$ cat config.mk
export PLATFORM = sky130hd
export DESIGN_NAME = rotshift_serial
export DESIGN_NICKNAME = d
export VERILOG_FILES = /design/src/rtl/rotshift_serial.sv
export SDC_FILE = /design/constraint.sdc
export NUM_CORES = 1
export LEC_CHECK = 0
export BUFFER_PORTS_ARGS = -buffer_cell sky130_fd_sc_hd__buf_2
export CAP_MARGIN = 20
export CELL_PAD_IN_SITES_DETAIL_PLACEMENT = 0
export CELL_PAD_IN_SITES_GLOBAL_PLACEMENT = 2
export CORE_ASPECT_RATIO = 1.2
export CORE_MARGIN = 4
export CORE_UTILIZATION = 45
export CTS_BUF_LIST = sky130_fd_sc_hd__clkbuf_2 sky130_fd_sc_hd__clkbuf_4 sky130_fd_sc_hd__clkbuf_8
export CTS_CLUSTER_SIZE = 12
export DETAILED_ROUTE_END_ITERATION = 6
export GPL_ROUTABILITY_DRIVEN = 0
export PLACE_DENSITY = 0.85
export SETUP_SLACK_MARGIN = 0.15
export SLEW_MARGIN = 20
export SYNTH_ARGS = -nofsm -noshare
export SYNTH_HDL_FRONTEND = slang
export SYNTH_SLANG_ARGS = --single-unit
$ cat constraint.sdc
create_clock -name clk -period 2.95 [get_ports clk]
set_input_delay 0.4425 -clock clk [delete_from_list [all_inputs] [get_ports clk]]
set_output_delay 0.4425 -clock clk [all_outputs]
set_load 0.03 [all_outputs]
$ cat src/rtl/rotshift_serial.sv
// Bit-serial rotate/shift unit: double-buffered MSB-first word stream with runtime amount.
// Define ROTSHIFT_SHL_EN to add the logical-left-shift mode (mode=2).
module rotshift_serial #(
  parameter int W  = 32,
  parameter int AW = $clog2(W)
) (
  input  logic          clk,
  input  logic          rst_n,
  input  logic          bclk,
  input  logic          start,
  input  logic          in,
  input  logic [AW-1:0] amt,
  input  logic [1:0]    mode,
  output logic          out,
  output logic          out_valid,
  output logic          word_done
);

  localparam int CW = $clog2(W);
  localparam logic [CW-1:0] LAST  = CW'(W - 1);
  localparam logic [AW:0]   W_EXT = (AW + 1)'(W);

  typedef enum logic {IDLE, RECV} state_t;

  state_t        state;
  logic          bclk_prev;
  logic [W-1:0]  rbuf;
  logic [W-1:0]  pbuf;
  logic [CW-1:0] rcnt;
  logic [CW-1:0] pcnt;
  logic          play_active;
  logic [AW-1:0] pend_amt;
  logic [1:0]    pend_mode;
  logic [AW-1:0] act_amt;
  logic [1:0]    act_mode;

  logic          rec_edge;
  logic          play_edge;
  logic [AW-1:0] r_mod;
  logic [W-1:0]  y;

  assign rec_edge  = bclk & ~bclk_prev;
  assign play_edge = ~bclk & bclk_prev;

  // Amounts can only exceed W-1 for non-power-of-two W, and never reach 2W, so one subtract is a full modulo.
  always_comb begin
    r_mod = act_amt;
    if ({1'b0, act_amt} >= W_EXT)
      r_mod = AW'({1'b0, act_amt} - W_EXT);
    y = W'({pbuf, pbuf} >> r_mod);
`ifdef ROTSHIFT_SHL_EN
    case (act_mode)
      2'd1:    y = pbuf >> act_amt;
      2'd2:    y = pbuf << act_amt;
      default: ;
    endcase
`else
    if (act_mode == 2'd1)
      y = pbuf >> act_amt;
`endif
  end

  always_ff @(posedge clk or negedge rst_n) begin
    if (!rst_n) begin
      state       <= IDLE;
      bclk_prev   <= 1'b0;
      rbuf        <= '0;
      pbuf        <= '0;
      rcnt        <= '0;
      pcnt        <= '0;
      play_active <= 1'b0;
      pend_amt    <= '0;
      pend_mode   <= '0;
      act_amt     <= '0;
      act_mode    <= '0;
      out         <= 1'b0;
      out_valid   <= 1'b0;
      word_done   <= 1'b0;
    end else begin
      bclk_prev <= bclk;
      word_done <= 1'b0;

      // A wrapped counter in RECV frames the next word exactly like an explicit start.
      if (rec_edge) begin
        if (start || (state == RECV && rcnt == '0)) begin
          rbuf      <= {{(W-1){1'b0}}, in};
          pend_amt  <= amt;
          pend_mode <= mode;
          rcnt      <= CW'(1);
          state     <= RECV;
        end else if (state == RECV) begin
          rbuf <= {rbuf[W-2:0], in};
          if (rcnt == LAST) begin
            pbuf        <= {rbuf[W-2:0], in};
            act_amt     <= pend_amt;
            act_mode    <= pend_mode;
            pcnt        <= '0;
            play_active <= 1'b1;
            rcnt        <= '0;
          end else begin
            rcnt <= rcnt + CW'(1);
          end
        end
      end

      if (play_edge) begin
        if (play_active) begin
          out       <= y[LAST - pcnt];
          out_valid <= 1'b1;
          pcnt      <= pcnt + CW'(1);
          if (pcnt == LAST) begin
            word_done   <= 1'b1;
            play_active <= 1'b0;
          end
        end else begin
          out       <= 1'b0;
          out_valid <= 1'b0;
        end
      end
    end
  end

endmodule

==> results of run 1 <==
## kinds of logic after synthesis
kind of cell,count (synthesis),synth area share (%)
AND/OR/NAND/NOR,122,9.83
AO/OA/AOI/OAI,144,17.2
buffers and inverters,60,6.41
XOR/XNOR,2,0.277
multiplexers,129,28.6
flip-flops,93,36.8
adder cells (fa/ha/maj),5,0.989
## synth_stat cells, drive strengths merged, types with 3 or more instances
master	number	share of area, %
nor4	6	0.59
clkbuf	32	4.1
and2	6	0.61
o22ai	7	0.69
a311oi	3	0.42
mux2i	28	4.4
buf	16	1.6
nand3	16	1.3
o211ai	7	0.83
o2111ai	4	0.55
dfrtp	93	37
nand3b	3	0.36
or2	4	0.40
a211oi	7	0.83
a21oi	18	1.4
nor3	7	0.55
mux2	68	12
a31oi	9	0.99
inv	12	0.71
o21ai	19	1.5
o221ai	4	0.55
nand2	28	1.7
a211o	5	0.69
or3	5	0.49
o311ai	4	0.55
nor2b	4	0.40
ha	5	0.99
nand2b	3	0.30
and3	4	0.40
a22o	32	4.4
mux4	33	12
nor2	26	1.5
o21a	3	0.36
## final timing paths
check	from	to	slack (ps)	cells past startpoint
worst max-delay path	act_amt[1]	out	200	10
worst min-delay path	bclk	bclk_prev	210	1
worst max register to register	act_amt[1]	out	200	10
worst min register to register	pend_amt[4]	act_amt[4]	510	1
max in group asynchronous	rst_n	pbuf[24]	1720	3
min in group asynchronous	rst_n	out_valid	540	2
## layout by cell type, fill, tap and decap left out, types with 13 or more instances in the layout
master   netlist  routed
nand2_1       28      28
mux2_2        61      61
mux2i_1       28      24
buf_2          5      13
dfrtp_1       93      91
a22o_1        32      32
nand3_1       16      16
a21oi_1       18      18
mux4_2        30      30
nor2_1        26      25
buf_4          3      28
## final cells by class
class,instances,area [um2],share of cell area (%)
multi-input combinational,402,3640,53.2
sequential,93,2330,34.1
timing repair buffer,48,393,5.74
tap,171,214,3.13
clock buffer,9,124,1.81
clock inverter,7,95.1,1.39
inverter,12,45.0,0.658
## routing by layer
layer  track usage (%)  vias up
li1                  -     2204
met1              28.6     2458
met2              32.1      136
met3              2.97       46
met4              10.8        0
met5                 0        -
## state kept, by name, indices dropped and copies added (netlist names), 2 cells and up
name / cells
pend_amt: 5
rcnt: 5
pcnt: 5
act_amt: 5
pbuf: 32
act_mode: 2
rbuf: 31
pend_mode: 2
## power by group through the flow
stage,clock (mW),combinational (mW),sequential (mW)
global placement,0,0.147,1.39
CTS,0.963,0.154,1.37
floorplan,0,0.0944,1.38
global route,1.01,0.169,1.38
detailed placement,0,0.153,1.40
finish,0.936,0.151,1.37
## per-stage QoR
| step | instance area, um2 | utilization [%] | worst slack (ps) | hold WS, ps |
|---|---|---|---|---|
| 6_report | 6840 | 49.5 | 201 | 214 |
| 2_1_floorplan | 6330 | - | 491 | 147 |
| 5_1_grt | 6840 | 49.5 | 108 | 212 |
| 3_5_place_dp | 6510 | 47.1 | 122 | 434 |
| 4_1_cts | 6750 | 48.8 | 157 | 197 |
| 3_3_place_gp | 6510 | 47.1 | 189 | 426 |
## timing repair
action                     CTS  global route
gates cloned                 0             2
pin swaps                    1             5
hold endpoints to repair    20             0
setup endpoints to repair    1             1
buffers inserted             1             2
resized for setup            0            13
hold buffers                 1             0
==> impl_metrics.ini, run 1 <==
[timing]
slew-limit-headroom_pct = 54.6
maxSlewViolCount = 0
worst_pin_slew_ps = 681
timing.final.crit_share_pct = 93.2
tns_ps = 0
rsz0062_at_grt = no
hold_viol = 0
fmax_mhz = 364
fin_crit_ps = 2750
worst_clock_skew_ps = 19.9
setup_violations = 0

[detailed_routing]
remaining_drc_errors = 0
drt-pass1-iter-count = 5
wl_um = 16200
met2_length_um = 7810
drt-wirelength-per-cell_um = 21.8
wl_met3_um = 590
ant_nets = 0
met1_length_um = 7050
vias = 4844
viasPerCell = 6.53
top_layer_used = met4
drtIter0Drc = 393

[synth]
syn-mean-instance-area_um2 = 11.4
syn_area_um2 = 6330
synth_nets = 572
synth_seq_cells = 93
synthCells = 555
synth_edf_count = 0
yosysSeqAreaShare_pct = 36.8
async_reset_ff_share_pct = 100
ys.flop_type = dfrtp_1
ys_warn_count = 0
synth_cell_types = 71

[floorplan]
pin_count = 15
coreArea_um2 = 13800
die_h_um = 138
die_w_um = 116
dieArea_um2 = 16000
rows = 47
start_util_pct = 45.8

[power]
p_int_mw = 1.81
vdd_ir_drop_max_mv = 0.366
total_power_mw = 2.46
power.density_nw_per_um2 = 359
power_switching_share_pct = 26.2
p_leak_nw = 2.90
power.switching_uw = 644
seq_power_share_pct = 55.8
pwr-share-clk_pct = 38.0
pwr-share-comb_pct = 6.1

[clock_network]
cts.sinks = 93
cts_tree = yes
cts_made_buffers = 9
cts_buffer_depth = 2
ctsRootBufferMaster = clkbuf_8
h-tree-depth = 3
cts.clk_slew.worst_paths_ps = 110
clock_latency_ps = 390

[layout]
drive_above_1_share_pct = 31.5
num_antenna_cells = 0
syn_to_final_growth_pct = 8.11
fillCellCount = 1246
layout.nets = 583
instances_no_fill = 742

[min_path]
min_path_type = in -> reg

[critical_path]
crit_fanout = 8
crit_top_cell = buf_4
path_class = reg -> reg
worstPathArrival_ps = 3020
cp-start-kind = register
critical-path-top-delay-family = compound AO/OA/AOI/OAI gates
crit_slowest_cell = dfrtp_2
cp_cell_sequence = buf_4, clkbuf_16, mux2_1, a222oi_1, buf_4, mux2i_1, a211o_1, a311o_1, a22oi_2, a311oi_1
cp.required_ps = 3220
cp.buffers_inverters = 3
critical_path.max_stage_delay_ps = 450
cp-end-kind = register

[placed_design]
portBuffers = 14
dp_hpwl_um = 11500
dp_cells = 720

[grt]
grt_pass1_wl_um = 25800
gr-total-overflow = 0
track_usage_pct = 20.8
antenna_found_initial = 0
grt_pass1_vias = 4736
grt_max_degree = 60

[job]
maxCapViolations = 0

[status]
status = finished, final reports clean
(Power assumes the default switching activity.)
==> inputs of run 2 (changes only) <==
Settings changed: CORE_UTILIZATION 45 to 35, PLACE_DENSITY 0.85 to 0.69.
==> run 2 against run 1 <==
Against the previous run: combinational power is 3% higher; worst hold slack lost 140 ps; cell count is 7.5% higher; routed wire length increased by 9.7%; count of clock-buffer cells in the layout is the same; largest power group unchanged.
==> impl_metrics.ini, run 2 (synthesis results as in run 1) <==
[power]
p_leak_nw = 2.94
total_power_mw = 2.42
vdd_ir_drop_max_mv = 0.298
power.density_nw_per_um2 = 347

[critical_path]
critical_path.max_stage_delay_ps = 520
cp_cell_sequence = buf_12, mux4_2, a222oi_1, buf_4, or2_1, o2111a_1, nor3_1, a32o_2, a22oi_2, a311oi_1
cp.required_ps = 3200
path_class = reg -> reg
crit_fanout = 8
cp-end-kind = register
crit_slowest_cell = mux4_2
cp-start-kind = register
worstPathArrival_ps = 3000

[layout]
drive_above_1_share_pct = 32.5
multi_input_area_um2 = 3630
fin_util_pct = 39.5
seqCellArea_um2 = 2330
fillCellCount = 1730
largest_register = pbuf
num_antenna_cells = 0
largestRegisters = pbuf x32, rbuf x31
largest_reg_flops = 32
final_common_cell = dfrtp_1
syn_to_final_growth_pct = 10.2
final_cell_mix = dfrtp_1 (91), mux2_2 (61), buf_4 (34)
layout.nets = 590

[clock_network]
cts_tree = yes
hold_buffers = 0
cts_made_buffers = 9
clock_latency_ps = 380
h-tree-depth = 3
cts_buffer_depth = 2
cts.clk_slew.worst_paths_ps = 100
cts.sinks = 93
ctsRootBufferMaster = clkbuf_8

[floorplan]
rows = 53
start_util_pct = 35.9
die_h_um = 155
die_w_um = 131
pin_count = 15
dieArea_um2 = 20300
coreArea_um2 = 17600

[grt]
track_usage_pct = 18.2
gr-total-overflow = 0
antenna_found_initial = 0
grt_pass1_wl_um = 29000
grt_pass1_vias = 4962
grt_max_degree = 54

[timing]
hold_viol = 0
fin_crit_ps = 2760
fin_ws_ps = 194
worst_pin_slew_ps = 678
rsz0062_at_grt = yes
setup_violations = 0
tns_ps = 0
slew-limit-headroom_pct = 54.8
fmax_mhz = 363
maxSlewViolCount = 0
timing.final.crit_share_pct = 93.4
worst_clock_skew_ps = 15.0

[placed_design]
dp_hpwl_um = 12600
portBuffers = 14
dp_slack_ps = 70.3

[detailed_routing]
wl_um = 17800
top_layer_used = met4
met1_length_um = 7880
ant_nets = 0
met2_length_um = 8590
viasPerCell = 6.25
drt-wirelength-per-cell_um = 22.3
vias = 4990
wl_met3_um = 760
remaining_drc_errors = 0
drtIter0Drc = 493
drt-pass1-iter-count = 5

[status]
status = finished, final reports clean

[job]
maxCapViolations = 0

[min_path]
min_path_type = in -> async
## run 2: metrics by stage
stage / hold WS, ps / cells / cell area (um2)
final: 74.5 / 798 / 6970
after global routing: 115 / 798 / 6970
after CTS: 87.8 / 789 / 6860
after detailed placement: 488 / 772 / 6640
after global placement: 484 / 772 / 6640
after floorplan: 147 / 555 / 6330
## run 2: report_power, final
group,total [mW],internal (mW),switching (mW),leakage [nW]
sequential,1.37,1.33,0.0449,1.26
clock,0.891,0.405,0.487,0.102
combinational,0.155,0.0699,0.0855,1.58
total,2.42,1.80,0.617,2.94
## run 2: area by class of cell
class                      count  area share (%)
clock buffer                   9            1.78
tap                          220            3.95
sequential                    93            33.4
clock inverter                 7            1.20
multi-input combinational    402            52.1
timing repair buffer          55            6.96
inverter                      12           0.646
## run 2: per-layer routing
layer,track usage (%),vias to the layer above
li1,-,2221
met4,7.25,0
met3,2.64,38
met5,0,-
met1,25.7,2574
met2,28.2,157
## run 2: critical path, delay by kind of cell (launching register included)
| family | cells | cell delay, ps |
|---|---|---|
| compound gates | 5 | 1160 |
| buf+inv | 2 | 340 |
| flops | 1 | 440 |
| mux | 1 | 520 |
| simple gates | 2 | 180 |
## run 2: path summary, 6_finish.rpt
| kind | start | end | slack (ps) | cells past startpoint |
|---|---|---|---|---|
| worst max register to register | act_amt[1] | out | 190 | 10 |
| worst min-delay path | rst_n | rcnt[1] | 70 | 1 |
| max in group asynchronous | rst_n | pbuf[21] | 2170 | 2 |
| worst max-delay path | act_amt[1] | out | 190 | 10 |
| worst min register to register | pend_mode[1] | act_mode[1] | 510 | 1 |
| min in group clk | bclk | bclk_prev | 230 | 1 |
## run 2: repair_timing
item                                    in CTS  in global routing
endpoints found under the setup margin       1                  1
gates cloned                                 0                  1
pin swaps                                    2                  5
hold endpoints to repair                     0                  0
buffers inserted                             1                  8
gates resized for setup                      2                  9
